==> config.mk <==
export PLATFORM = sky130hd
export DESIGN_NAME = tone_voice
export DESIGN_NICKNAME = d
export VERILOG_FILES = /design/src/rtl/tone_voice_pkg.sv /design/src/rtl/tone_voice_sigma_delta_dac_16.sv /design/src/rtl/tone_voice.sv
export SDC_FILE = /design/constraint.sdc
export NUM_CORES = 1
export LEC_CHECK = 0
export BUFFER_PORTS_ARGS = -buffer_cell sky130_fd_sc_hd__clkbuf_2
export CAP_MARGIN = 15
export CORE_MARGIN = 4
export CORE_UTILIZATION = 60
export CTS_CLUSTER_DIAMETER = 80
export DETAILED_ROUTE_END_ITERATION = 12
export PLACE_DENSITY = 0.78
export SYNTH_ARGS = -nofsm -noshare
export SYNTH_HDL_FRONTEND = slang
export SYNTH_SLANG_ARGS = --single-unit
==> constraint.sdc <==
create_clock -name clk -period 7.1 [get_ports clk]
set_clock_uncertainty 0.05 [all_clocks]
set_input_delay 1.42 -clock clk [delete_from_list [all_inputs] [get_ports clk]]
set_output_delay 1.42 -clock clk [all_outputs]
set_load 0.01 [all_outputs]
==> src/rtl/tone_voice_pkg.sv <==
// rtl/tone_voice_pkg.sv - shared state encodings and constants for the tone voice
package tone_voice_pkg;

  typedef enum logic [1:0] {
    ST_IDLE  = 2'd0,
    ST_HOLD  = 2'd1,
    ST_DECAY = 2'd2
  } state_t;

  // Offset-binary bias of the sinewaver output and of the DAC input.
  localparam logic [15:0] WAVE_BIAS = 16'h8000;

endpackage

==> src/rtl/tone_voice_sigma_delta_dac_16.sv <==
// rtl/tone_voice_sigma_delta_dac_16.sv - first-order sigma-delta DAC, 16-bit unsigned input
module sigma_delta_dac_16 (
  input  logic        clk,
  input  logic        rst,
  input  logic [15:0] in,
  output logic        out
);

  logic [15:0] acc;
  logic [16:0] sum;

  assign sum = {1'b0, acc} + {1'b0, in};

  // The carry of each accumulation is the output bit; its density equals in/65536.
  always_ff @(posedge clk) begin
    if (rst) begin
      acc <= 16'd0;
      out <= 1'b0;
    end else begin
      acc <= sum[15:0];
      out <= sum[16];
    end
  end

endmodule

==> src/rtl/tone_voice.sv <==
// rtl/tone_voice.sv - sound-effect voice: pitch divider, hold/decay envelope, volume scaling, sigma-delta out
module tone_voice
  import tone_voice_pkg::*;
#(
  parameter logic [15:0] ENV_TICK   = 16'd50000,
  parameter logic [7:0]  DECAY_STEP = 8'd4
) (
  input  logic        clk,
  input  logic        rst,
  input  logic        start,
  input  logic [11:0] period,
  input  logic [7:0]  hold,
  input  logic [15:0] wave,
  output logic        trigger,
  output logic        busy,
  output logic        audio
);

  state_t      state, state_nxt;
  logic [11:0] per_l, divcnt;
  logic [7:0]  hold_cnt, vol, vol_dec;
  logic [15:0] tickcnt;
  logic        active, env_tick, div_hit;
  logic signed [24:0] s_x, v_x;
  logic [15:0] scaled;

  always_comb begin
    active    = (state != ST_IDLE);
    env_tick  = active && (tickcnt == ENV_TICK - 16'd1);
    div_hit   = (divcnt == per_l);
    vol_dec   = (vol > DECAY_STEP) ? vol - DECAY_STEP : 8'd0;
    state_nxt = state;
    if (start) begin
      state_nxt = ST_HOLD;
    end else begin
      case (state)
        ST_HOLD:  if (env_tick && hold_cnt == 8'd0) state_nxt = ST_DECAY;
        ST_DECAY: if (env_tick && vol_dec == 8'd0) state_nxt = ST_IDLE;
        default:  state_nxt = ST_IDLE;
      endcase
    end
  end

  always_ff @(posedge clk) begin
    if (rst) begin
      state    <= ST_IDLE;
      busy     <= 1'b0;
      trigger  <= 1'b0;
      per_l    <= 12'd0;
      hold_cnt <= 8'd0;
      vol      <= 8'd0;
      divcnt   <= 12'd0;
      tickcnt  <= 16'd0;
    end else begin
      state   <= state_nxt;
      busy    <= (state_nxt != ST_IDLE);
      // A start or the final decay tick suppresses the pulse so no stray trigger escapes.
      trigger <= !start && active && (state_nxt != ST_IDLE) && div_hit;
      if (start) begin
        per_l    <= period;
        hold_cnt <= hold;
        vol      <= 8'd255;
        divcnt   <= 12'd0;
        tickcnt  <= 16'd0;
      end else if (active) begin
        divcnt  <= div_hit ? 12'd0 : divcnt + 12'd1;
        tickcnt <= env_tick ? 16'd0 : tickcnt + 16'd1;
        if (env_tick) begin
          if (state == ST_HOLD && hold_cnt != 8'd0) hold_cnt <= hold_cnt - 8'd1;
          if (state == ST_DECAY) vol <= vol_dec;
        end
      end else begin
        vol     <= 8'd0;
        divcnt  <= 12'd0;
        tickcnt <= 16'd0;
      end
    end
  end

  always_comb begin
    s_x = 25'(signed'(wave ^ WAVE_BIAS));
    v_x = signed'({17'd0, vol});
  end

  // Arithmetic shift keeps the floor rounding of the signed product.
  always_ff @(posedge clk) begin
    if (rst) scaled <= 16'd0;
    else     scaled <= 16'((s_x * v_x) >>> 8);
  end

  sigma_delta_dac_16 u_dac (
    .clk (clk),
    .rst (rst),
    .in  (scaled ^ WAVE_BIAS),
    .out (audio)
  );

endmodule

Word-level counts from Yosys, hierarchy flattened

Index checks and enable logic that the tools add are counted.

Flip-flop bits (word level): 93
Bits of input ports: 39
Output and inout bits: 3
Logic and storage cells: 60

Add/sub/neg operators: 5
Multiply operators: 1
Order comparisons: 1
Equality and inequality tests: 6
Muxes and demuxes: 13
Bitwise operators: 3
Reduce and logical (&&, ||, !) cells: 20

Operator list:

| cell                  | number |
|---|---|
| $mux 8                | 9 |
| $mul 16x9->24         | 1 |
| $add 16x16->17        | 1 |
| $add 16x1->16 const B | 1 |
| $eq 16x16->1 const B  | 1 |
| $logic_not 8->1       | 2 |
| $add 12x1->12 const B | 1 |
| $eq 12x12->1          | 1 |
| $reduce_bool 2->1     | 5 |
| $gt 8x3->1 const B    | 1 |
| $reduce_bool 8->1     | 1 |
| $reduce_or 4->1       | 2 |
| $sub 8x1->8 const B   | 1 |
| $sub 8x3->8 const B   | 1 |
| $logic_and 1x1->1     | 7 |
| $mux 2                | 3 |
| $ne 3x2->1 const B    | 2 |
| $pmux 2 s2            | 1 |
| $not 1->1             | 3 |
| $reduce_and 3->1      | 1 |
| $eq 2x1->1 const B    | 1 |
| $eq 2x2->1 const B    | 1 |
| $reduce_and 2->1      | 1 |
| $logic_not 1->1       | 1 |

Logic depth before layout (Yosys ltp)

Depth after elaboration: 10
Depth in mapped cells: 19
Mapped depth without buffers: 18

By module

From an unflattened synthesis, not the netlist that was laid out.

Cells, all modules: 1,014
Area total of the unflattened synthesis: 8,843.5 sq um

Modules (own cells, without submodules):

| module             | instances | cells an instance | area an instance (sq um) | sequential area each (sq um) |
|---|---|---|---|---|
| tone_voice         | 1         | 890               | 7,701.1                  | 1,521.5 |
| sigma_delta_dac_16 | 1         | 124               | 1,142.3                  | 340.3 |

Worst setup path before layout

Ideal clock, no wire load.

Path type: input-to-reg
From: input port wave[15]
To: register scaled[15]
Setup time: 0.078 ns
Arrival: 5.431 ns
Required time: 6.972 ns
Slack: 1.541 ns
Cell stages on the path: 18
Buffers on the path: 0
Path through: nand2b_1 inv_1 fa_1 inv_1 fa_1 inv_1 fa_1 inv_1 fa_1 inv_1 ha_1 o21ai_0 nand2b_1 o31a_1 a221o_1 o211a_1 o21a_1 nor3_1

Word-level cells in the longest chain between the ends: 2

RTL lines:

| element              | RTL line         | text |
|---|---|---|
| from (decl)          | tone_voice.sv:13 | `input logic [15:0] wave,` |
| $not 1->1 (no line)  | --               |  |
| $mul 16x9->24        | tone_voice.sv:88 | `else scaled <= 16'((s_x * v_x) >>> 8);` |
| to (signal assigned) | tone_voice.sv:88 |  |
| to (decl)            | tone_voice.sv:25 | `logic [15:0] scaled;` |

No other way between the ends.
A chain may end at the register's enable or synchronous reset.

Worst setup path after layout

Same ends and word-level chain as after synthesis.

==> results.sh <==
export IMPL_synth_edff_count=0
export IMPL_antenna_cells=0
export IMPL_grt_pass1_wl_mm=30.7
export IMPL_wl_per_cell_um=14.5
export IMPL_fin_tns_setup_ns=0
export IMPL_htree_levels=3
export IMPL_avgSynthCellArea_um2=8.78
export IMPL_nets=1216
export IMPL_cp_arrival_ns=5.82
export IMPL_synthSimpleGateAreaFrac_pct=20.1
export IMPL_cap_violations=0
export IMPL_dr_first_iter_drc_count=267
export IMPL_numClockSinks=93
export IMPL_via_per_inst=5.39
export IMPL_route_antenna_remaining_nets=0
export IMPL_cp_max_fo=8
export IMPL_final_period_utilization_pct=79.8
export IMPL_synthXorXnorAreaFrac_pct=6.57
export IMPL_cts_root_buffer="clkbuf_16"
export IMPL_crit_required_ns=7.25
export IMPL_placeableCoreArea_mm2=0.0140
export IMPL_min_period_ns=5.66
export IMPL_grt_ovfl_total=0
export IMPL_io_pins=42
export IMPL_yosys_warnings=0
export IMPL_setup_violations_final=0
export IMPL_dominantRegCellSynth="dfxtp_1"
export IMPL_synth_fa_ha_area_share_pct=32.8
export IMPL_place_area_mm2=0.00899
export IMPL_design_area_mm2=0.00932
export IMPL_antenna_found_initial=0
export IMPL_synth_top_family_by_area="adder cells"
export IMPL_clkTransAtPathRegs_ns=0.06
export IMPL_cts_buffer_depth=2
export IMPL_critPathCaptureType="flop"
export IMPL_dieArea_mm2=0.0164
export IMPL_synth_cells=987
export IMPL_ys_ff_latch=93
export IMPL_drc_errors=0
export IMPL_dieWidth_um=128
export IMPL_port_buffers=41
export IMPL_gp_congestion=0.833
export IMPL_yosysSeqAreaShare_pct=21.5
export IMPL_ys_async_sr_fraction_pct=0
export IMPL_drive_above_1_share_pct=7.88
export IMPL_cts_resized=0
export IMPL_finalMaxSlewViolations=0
export IMPL_p_leak_nw=4.55
export IMPL_first_pass_iters=4
export IMPL_min_path_type="flop to flop"
export IMPL_ctsHoldBuffers=0
export IMPL_placement_rows=43
export IMPL_dpl_hpwl_mm=13.2
export IMPL_ys_types=60
export IMPL_initial_core_util_pct=61.9
export IMPL_ir_drop_mv=0.189
export IMPL_critPathKind="primary input to flop"
export IMPL_die_h_um=128
export IMPL_grt_max_degree=66
export IMPL_route_final_wire_length_mm=17.3
export IMPL_synth_compound_area_share_pct=7.65
export IMPL_syn_to_final_growth_pct=7.49
export IMPL_cts_tree="done"
export IMPL_syn_nets=1193
export IMPL_cts_inserted_buffers=9
export IMPL_grt_usage_pct=22.9
export IMPL_powerDensity_mw_per_mm2=250
export IMPL_rsz0062_at_grt="no"
export IMPL_run_status="finished clean"
export IMPL_vias=6444
export IMPL_max_slew_worst_pin_slew_ns=0.963
export IMPL_synth_mux_area_share_pct=3.26
export IMPL_cp_start_kind="primary input"
export IMPL_grt_pass1_vias=6751
export IMPL_postCtsSetupBuffers=0
export IMPL_clock_latency_ns=0.34
export IMPL_hold_violations=0
export IMPL_max_freq_ghz=0.177
export IMPL_rrSetupSlack_ns=1.74
export IMPL_slew_headroom_pct=35.7
export IMPL_synth_area_mm2=0.00867
==> flip-flops by register name, summed over array words and instances (netlist names) <==
name	flops
trigger	1
state	2
per_l	12
tickcnt	16
u_dac.out	1
u_dac.acc	16
divcnt	12
scaled	16
vol	8
busy	1
hold_cnt	8
==> cells by family after synthesis <==
| logic type | after synthesis |
|---|---|
| simple gates | 352 |
| mux | 27 |
| xor+xnor | 65 |
| fa+ha+maj | 167 |
| compound gates | 96 |
| buf+inv | 187 |
| flops | 93 |
==> final timing paths <==
check	to	startpoint	cells past startpoint
setup / recovery	scaled[15]	wave[15]	18
hold / removal	tickcnt[0]	tickcnt[0]	1
setup reg to reg	scaled[8]	vol[5]	15
hold reg to reg	tickcnt[0]	tickcnt[0]	1
==> Yosys cell counts, drive strengths merged, types with 4 or more instances <==
cell type,count,area share [%]
a211oi,9,0.84
a21o,11,0.97
a21oi,27,1.6
a31oi,5,0.43
and2,57,4.1
and3,15,1.1
buf,11,0.56
clkbuf,21,0.91
dfxtp,93,21
fa,100,23
ha,67,9.7
inv,155,6.7
mux2,10,1.3
mux2i,17,2.0
nand2,87,3.8
nand2b,9,0.65
nand3,17,0.98
nand4,8,0.58
nor2,95,4.1
nor2b,22,1.6
nor3,18,1.0
nor3b,4,0.35
nor4,7,0.51
o211ai,5,0.49
o21a,6,0.52
o21ai,15,0.91
xnor2,25,2.5
xor2,40,4.0
==> critical path: stages <==
cell      delay [ns]
clkbuf_2        0.16
nand2b_1        0.18
inv_1           0.10
fa_1            0.59
inv_1           0.13
fa_1            0.55
inv_1           0.06
fa_1            0.53
inv_1           0.05
fa_1            0.53
inv_1           0.05
ha_1            0.35
and2_1          0.19
nand3_1         0.09
a211oi_1        0.44
o211a_1         0.22
o21a_1          0.11
nor3_1          0.04
==> metal layers <==
layer  up-vias  track usage, %  part of all wire [%]
li1       3177               -                     -
met1      3153            28.8                    43
met2        84            40.8                    52
met3        30            2.88                   2.8
met4         0            6.99                   2.0
met5         -               0                     0
==> through the flow <==
step | hold WS [ns] | setup slack [ns] | utilization, % | std cells | total power (W)
floorplan | 0.380 | 1.54 | - | 987 | 0.00157
global placement | 0.398 | 1.16 | 64.3 | 1179 | 0.00179
detailed placement | 0.406 | 1.09 | 64.3 | 1179 | 0.00183
CTS | 0.418 | 1.42 | 66.6 | 1195 | 0.00235
global route | 0.459 | 1.14 | 66.6 | 1195 | 0.00255
finish | 0.415 | 1.44 | 66.6 | 1195 | 0.00233
==> power breakdown <==
group | internal, W | switching (W) | leakage, nW
logic | 0.000506 | 0.000638 | 3.63
registers | 0.000616 | 0.0000549 | 0.765
clock network | 0.000319 | 0.000197 | 0.156
total | 0.00144 | 0.000890 | 4.55
==> final cells by class <==
class	instances	area, µm²
Clock buffer	11	243
Clock inverter	5	81.3
Fill cell	1213	4670
Inverter	155	582
Multi-Input combinational cell	707	6090
Sequential cell	93	1860
Tap cell	180	225
Timing Repair Buffer	44	228
==> cell usage in the layout, fill, tap and decap left out, types with 3 or more instances in the layout <==
master and count:
o21ai_0 14, nor3_1 18, a21o_1 10, dfxtp_1 93, a21oi_1 25, xor2_1 40
ha_1 67, mux2_2 10, nor3b_1 4, and3_1 14, nor4_1 7, o21a_1 6
nand3_1 17, mux2i_1 17, inv_1 155, xnor2_1 25, fa_1 100, nand2b_1 9
nor2_1 95, and2_1 57, clkbuf_16 9, o211ai_1 4, a211oi_1 8, nand2_1 87
nor2b_1 22, a31oi_1 4, nand4_1 8, clkbuf_2 41, buf_4 3
Power figures use the tool's default switching activity.
